**config.mk**
```make
export PLATFORM = sky130hd
export DESIGN_NAME = pipe_hazard_ctrl
export DESIGN_NICKNAME = d
export VERILOG_FILES = /design/src/rtl/pipe_hazard_ctrl.sv
export SDC_FILE = /design/constraint.sdc
export NUM_CORES = 1
export LEC_CHECK = 0
export BUFFER_PORTS_ARGS = -buffer_cell sky130_fd_sc_hd__buf_2
export CAP_MARGIN = 10
export CORE_MARGIN = 5
export CORE_UTILIZATION = 39
export DETAILED_ROUTE_END_ITERATION = 6
export PLACE_DENSITY = 0.72
export SLEW_MARGIN = 0
export SYNTH_ARGS = -nofsm -noshare
export SYNTH_HDL_FRONTEND = slang
export SYNTH_SLANG_ARGS = --single-unit
```
**constraint.sdc**
```tcl
create_clock -name clk -period 2.9 [get_ports clk]
set_input_delay 0.87 -clock clk [delete_from_list [all_inputs] [get_ports clk]]
set_output_delay 0.87 -clock clk [all_outputs]
set_load 0.01 [all_outputs]
```
**src/rtl/pipe_hazard_ctrl.sv**
```systemverilog
// Hazard/forwarding controller: shift-register scoreboard of in-flight writers drives the
// decode stall and registered EX forward selects. Define HAZARD_PERF_CNT_EN for stall/flush counters.
module pipe_hazard_ctrl #(
    parameter int RF_ADDRESS = 5,
    parameter int NUM_STAGES = 3,
    parameter int LOAD_LAT   = 1,
    parameter int SEL_W      = $clog2(NUM_STAGES + 1)
) (
    input  logic                  clk,
    input  logic                  reset,
    input  logic                  id_valid,
    input  logic [RF_ADDRESS-1:0] id_rs1,
    input  logic [RF_ADDRESS-1:0] id_rs2,
    input  logic                  id_rs1_used,
    input  logic                  id_rs2_used,
    input  logic [RF_ADDRESS-1:0] id_rd,
    input  logic                  id_regwrite,
    input  logic                  id_is_load,
    input  logic                  flush,
`ifdef HAZARD_PERF_CNT_EN
    output logic [31:0]           stall_cycles,
    output logic [31:0]           flush_events,
`endif
    output logic                  stall,
    output logic [SEL_W-1:0]      ex_fwd_a,
    output logic [SEL_W-1:0]      ex_fwd_b,
    output logic [NUM_STAGES-1:0] inflight
);

    // Scoreboard: index 0 is stage 1 (EX), index NUM_STAGES-1 is WB.
    logic [NUM_STAGES-1:0] v_q;
    logic [NUM_STAGES-1:0] ld_q;
    logic [RF_ADDRESS-1:0] rd_q [NUM_STAGES];

    logic [SEL_W-1:0]      ex_fwd_a_q, ex_fwd_b_q;

    logic [RF_ADDRESS-1:0] src [2];
    logic [1:0]            src_used;
    logic [1:0]            hazard;
    logic [1:0]            found;
    logic [SEL_W-1:0]      sel_d [2];
    logic                  bubble;
    logic                  ins_v_d;

    assign src[0]      = id_rs1;
    assign src[1]      = id_rs2;
    assign src_used[0] = id_rs1_used;
    assign src_used[1] = id_rs2_used;

    // NOTE: every output of this block gets a default before the loops so no latch is inferred.
    always_comb begin
        hazard = '0;
        found  = '0;
        for (int i = 0; i < 2; i++) begin
            sel_d[i] = '0;
            if (src_used[i] && (src[i] != '0)) begin
                for (int s = 1; s <= NUM_STAGES; s++) begin
                    if (!found[i] && v_q[s-1] && (rd_q[s-1] == src[i])) begin
                        found[i] = 1'b1;
                        // A writer already in WB retires before the consumer reaches EX.
                        if (s < NUM_STAGES) sel_d[i] = SEL_W'(s + 1);
                        if ((s + 1) < (ld_q[s-1] ? (2 + LOAD_LAT) : 2)) hazard[i] = 1'b1;
                    end
                end
            end
        end
    end

    assign stall   = (|hazard) & id_valid & ~flush;
    assign bubble  = stall | flush;
    assign ins_v_d = id_valid & id_regwrite & (id_rd != '0) & ~bubble;

    // NOTE: sequential state uses non-blocking assignments so every register samples pre-edge values.
    always_ff @(posedge clk) begin
        if (!reset) begin
            v_q        <= '0;
            ex_fwd_a_q <= '0;
            ex_fwd_b_q <= '0;
        end else begin
            v_q <= {v_q[NUM_STAGES-2:0], ins_v_d};
            if (bubble) begin
                ex_fwd_a_q <= '0;
                ex_fwd_b_q <= '0;
            end else begin
                ex_fwd_a_q <= sel_d[0];
                ex_fwd_b_q <= sel_d[1];
            end
        end
    end

    // NOTE: rd/ld payload is left unreset; it is only ever read qualified by its v bit.
    always_ff @(posedge clk) begin
        rd_q[0] <= id_rd;
        ld_q    <= {ld_q[NUM_STAGES-2:0], id_is_load};
        for (int s = 1; s < NUM_STAGES; s++) begin
            rd_q[s] <= rd_q[s-1];
        end
    end

    assign ex_fwd_a = ex_fwd_a_q;
    assign ex_fwd_b = ex_fwd_b_q;
    assign inflight = v_q;

`ifdef HAZARD_PERF_CNT_EN
    logic [31:0] stall_cycles_q, flush_events_q;

    always_ff @(posedge clk) begin
        if (!reset) begin
            stall_cycles_q <= '0;
            flush_events_q <= '0;
        end else begin
            if (stall && (stall_cycles_q != '1)) stall_cycles_q <= stall_cycles_q + 32'd1;
            if (flush && (flush_events_q != '1)) flush_events_q <= flush_events_q + 32'd1;
        end
    end

    assign stall_cycles = stall_cycles_q;
    assign flush_events = flush_events_q;
`endif

endmodule

```
---- Yosys cells after proc, flatten, opt, wreduce, memory -nomap -nowiden ----
Memories as Yosys holds them, arrays and structs flattened.
Cells that the tools add are included.
word-level totals
  memories ................................ 1
  output and inout bits ................... 8
  logic and storage cells ................. 75
  memory bits (writable) .................. 15
  register bits after elaboration ......... 10
cells by class
  bitwise operators ....................... 11
  equal/unequal tests ..................... 6
  reductions and logical operators ........ 22
  mux-type cells .......................... 28
  magnitude comparators ................... 3
memories
  name  depth  bits a word  rd ports  clocked after memory_dff  write ports  RTL line  RTL
  rd_q  3      5            3         0                         3            33        logic [RF_ADDRESS-1:0] rd_q [NUM_STAGES];
operators with widths
  cell                count
  $eq 5x5->1          6
  $mux 1              24
  $reduce_bool 5->1   3
  $logic_and 1x1->1   12
  $mux 2              4
  $reduce_or 3->1     2
  $and 1x1->1         5
  $not 1->1           5
  $logic_not 1->1     4
  $lt 2x2->1 const A  2
  $lt 3x2->1 const A  1
  $reduce_or 2->1     1
  $or 1x1->1          1

---- Logic depth before layout (Yosys ltp) ----
  depth in word-level cells ............... 20
  depth in mapped cells ................... 5
  gate-level depth less buffers ........... 5

---- Worst setup path after synthesis ----
No wires, ideal clock.
  path kind ............................... input to output
  start ................................... input port id_rs1[0]
  end ..................................... output port stall
  path slack .............................. 256 ps
  arrival time ............................ 1774 ps
  required time ........................... 2030 ps
  cell stages on the path ................. 5
  cells stage by stage .................... xnor2_1 nand4_1 nor4_1 nor2_1 nor2_1
on the way
  longest elaborated chain between the ends .. 17
RTL lines
  element                         RTL line  RTL
  from (decl)                     12        input logic [RF_ADDRESS-1:0] id_rs1,
  $eq 5x5->1                      58        if (!found[i] && v_q[s-1] && (rd_q[s-1] == src[i])) begin
  $logic_and 1x1->1               58
  $mux 1                          58
  $mux 1                          56        if (src_used[i] && (src[i] != '0)) begin
  $logic_not 1->1                 58
  $logic_and 1x1->1 (2 in a row)  58
  $mux 1                          58
  $mux 1                          56
  $logic_not 1->1                 58
  $logic_and 1x1->1 (2 in a row)  58
  $mux 1                          58
  $mux 1 (*)                      56
  $reduce_or 2->1 (*)             69        assign stall = (|hazard) & id_valid & ~flush;
  $and 1x1->1 (*) (2 in a row)    69
  to (decl)                       24        output logic stall,
Mark *: on every way between the ends. The rest lies on a longest branch, timed or not. The select of a mux whose other input is x is not followed.

---- Final worst setup path ----
Ends and elaborated chain as after synthesis.

==> impl_results.md <==
- DR WL/cell: between 10 and 15 microns
- Die Span X: approximately 54 microns
- Die area: between 2000 and 3000 sq um
- FF-to-FF End: ex_fwd_b[0]$_SDFF_PP0_
- Power after layout: around 0.48 mW
- CTS Sinks: 18
- Drt pass-1 iters: 4
- GRT overflow: 0
- Crit path DAT: approximately 2.0 ns
- Least-Margin Pin Slew: 0.298 ns
- Top layer reached by signal wires: met4
- Final WS setup: -0.0100 ns
- Syn Nets: 95
- Crit Path Max Fanout: 3
- Power density cells: between 400 and 500 nW/um^2
- Fin crit period: slightly below 3 ns
- Via count: 658
- CTS max path bufs: 2
- Final net count: 135
- Cell taking the most area after synthesis: dfxtp_1
- Root Buffer: clkbuf_4
- RSZ-0062 raised after global routing: yes
- Tot GR Track Use: 12.9%
- Fmax: ~0.34 GHz
- Max cap viols: 0
- Post-Route WL: 1.72 mm
- Worst reg2reg path depth: 6
- CTS buffer count: 3
- # Post-CTS Setup Buffers: 0
- Initial antenna violation count: 0
- Util after Layout: approximately 54%
- Metal2 WL: 898 microns
- Finished Cell Area: ~1000 sq um
- First-pass GRT wire length: between 2 and 3 mm
- # fillers: 189
- Ys Warns: 0
- Critical Path End: stall
- Mean Syn Cell Area: ~11 sq um
- RePlAce Congestion: 0.765
- Critical Path End Type: output port
- Final worst-path cycle share: 100%
- DR WL met3: between 150 and 200 microns
- HPWL after DPL: between 1 and 1.5 mm
- Layout area overhead: 35.8%
- Overall die height: 54.3 microns
- Diodes inserted: 0
- Post-Synthesis Cell Area: 766 sq um
- Area share of the largest cell type after synthesis: a little under half
- TritonCTS clock tree: done
- Number of synthesized flops with an enable pin: 0
- Max Slew Vio Count: 0
- Setup violators final: 1
- Outcome: complete, but fails checks
- WP data required: roughly 2.0 ns
- Skew-Pair Late Insertion Delay: 0.30 ns
- Synth top cells by count: 18 x dfxtp_1, 10 x xnor2_1, 10 x xor2_1, 5 x nor4_1, 4 x nand4_1
- Seq/Total Area, Yosys: 47.1%
- Count leader, synth: dfxtp_1
- DR iter-0 viols: 5
- #FFs+latches synth: 18
- Yosys cell types: 20
- Violated checks: setup timing
- Synth top area cells: dfxtp_1 47%, xnor2_1 11%, xor2_1 11%
- CP Class: input port to output port
- Peak supply drop: 0.241 mV
- Placed Instances: around 130
- CP Launch Point: id_rs1[0]
- Post-synthesis cell count: 72
- Relative slew slack: about 80%
- Ys flop type: dfxtp_1
- Worst Setup Start Kind: input port
- R2R Setup Slk: about 1.5 ns
- Metal-1 WL: 603 microns
- Final Skew: between 0.004 and 0.005 ns
- Share of synthesized flip-flops with an asynchronous set or reset: 0%
- Core area: 1920 sq um
- RR Startpoint: rd_q[0][1]$_DFF_P_
- Initial Util: 39.8%
- Via density: roughly 4.8
- Post-Layout Cell Count: 138
- WHS: about 0.41 ns
- DP Area: ~990 sq um
- H-tree levels: 1
- Dpl ws: -0.00214 ns
- Share of layout cells above drive strength 1: 46.8%
- Number of I/O port buffers: 30
- Ports: 31
- Site Rows: 16
- DRC viols: 0
- Final Hold Viols: 0
- Vias in the first global route: 652
- Leak: 0.437 nW
- Pin count of the biggest net entering global routing: 11
- Worst-path clk slew: ~0.10 ns
- Worst min-delay path class: flop to flop
- Setup TNS: -0.0100 ns
- Routed Antenna Nets: 0
[layout make-up]
| type | instances | area (sq um) | share of cell area [%] |
|---|---|---|---|
| Clock buffer | 4 | 36.3 | 3.49 |
| Tap cell | 27 | 33.8 | 3.25 |
| Multi-Input combinational cell | 54 | 422 | 40.6 |
| Timing Repair Buffer | 35 | 188 | 18.1 |
| Sequential cell | 18 | 360 | 34.7 |
[what timing repair did]
item / 4_1_cts / 5_1_grt
gates resized for setup: 0 / 3
pin swaps: 1 / 2
setup endpoints to repair: 1 / 1
hold buffers: 0 / 0
hold endpoints to repair: 0 / 0
cloned: 0 / 0
[worst max-delay path: stages]
cell	delay [ns]
buf_2	0.13
or4_4	0.54
o21ai_2	0.15
nor4_2	0.06
nor2_1	0.12
nor2_1	0.04
buf_2	0.13
[cell families after synthesis]
logic type and share of synthesized area (%):
AND/OR/NAND/NOR 23.9, flip-flops 47.1, AO/OA/AOI/OAI 6.21, XOR/XNOR 22.9
[worst min path at each step]
stage / startpoint / endpoint / slack [ns] / cells past startpoint
after floorplan: rd_q[0][2]$_DFF_P_ / rd_q[0][7]$_DFF_P_ / 0.37 / 0
after global placement: rd_q[0][2]$_DFF_P_ / rd_q[0][7]$_DFF_P_ / 0.39 / 0
after detailed placement: rd_q[0][2]$_DFF_P_ / rd_q[0][7]$_DFF_P_ / 0.39 / 0
after CTS: rd_q[0][2]$_DFF_P_ / rd_q[0][7]$_DFF_P_ / 0.40 / 0
after global routing: rd_q[0][0]$_DFF_P_ / rd_q[0][5]$_DFF_P_ / 0.42 / 0
final: rd_q[0][2]$_DFF_P_ / rd_q[0][7]$_DFF_P_ / 0.41 / 0
[cells in the final DEF (no fill, tap or decap), drive strengths merged]
| cell type | count |
|---|---|
| a21oi | 2 |
| and2 | 2 |
| and3 | 1 |
| buf | 35 |
| clkbuf | 4 |
| dfxtp | 18 |
| nand2 | 2 |
| nand2b | 3 |
| nand4 | 4 |
| nor2 | 4 |
| nor4 | 5 |
| o211ai | 1 |
| o21ai | 3 |
| or2 | 1 |
| or3 | 3 |
| or4 | 3 |
| xnor2 | 10 |
| xor2 | 10 |
[flip-flops by register name, summed over array words and instances, names as in the netlist]
register and flops:
rd_q 10, inflight 3, ex_fwd_a 2, ex_fwd_b 2, ld_q 1
[power breakdown]
group,switching (mW),leakage [nW],internal [mW]
clock,0.0777,0.0210,0.0766
combinational,0.0285,0.267,0.0341
sequential,0.00883,0.149,0.256
total,0.115,0.437,0.367
[layer usage]
layer / GRT usage (%) / vias to the layer above
met5: 0 / -
met4: 6.64 / 0
met3: 5.45 / 4
met2: 23.5 / 26
met1: 12.2 / 297
li1: - / 331
Note: power is estimated with default switching activity, not from simulation.
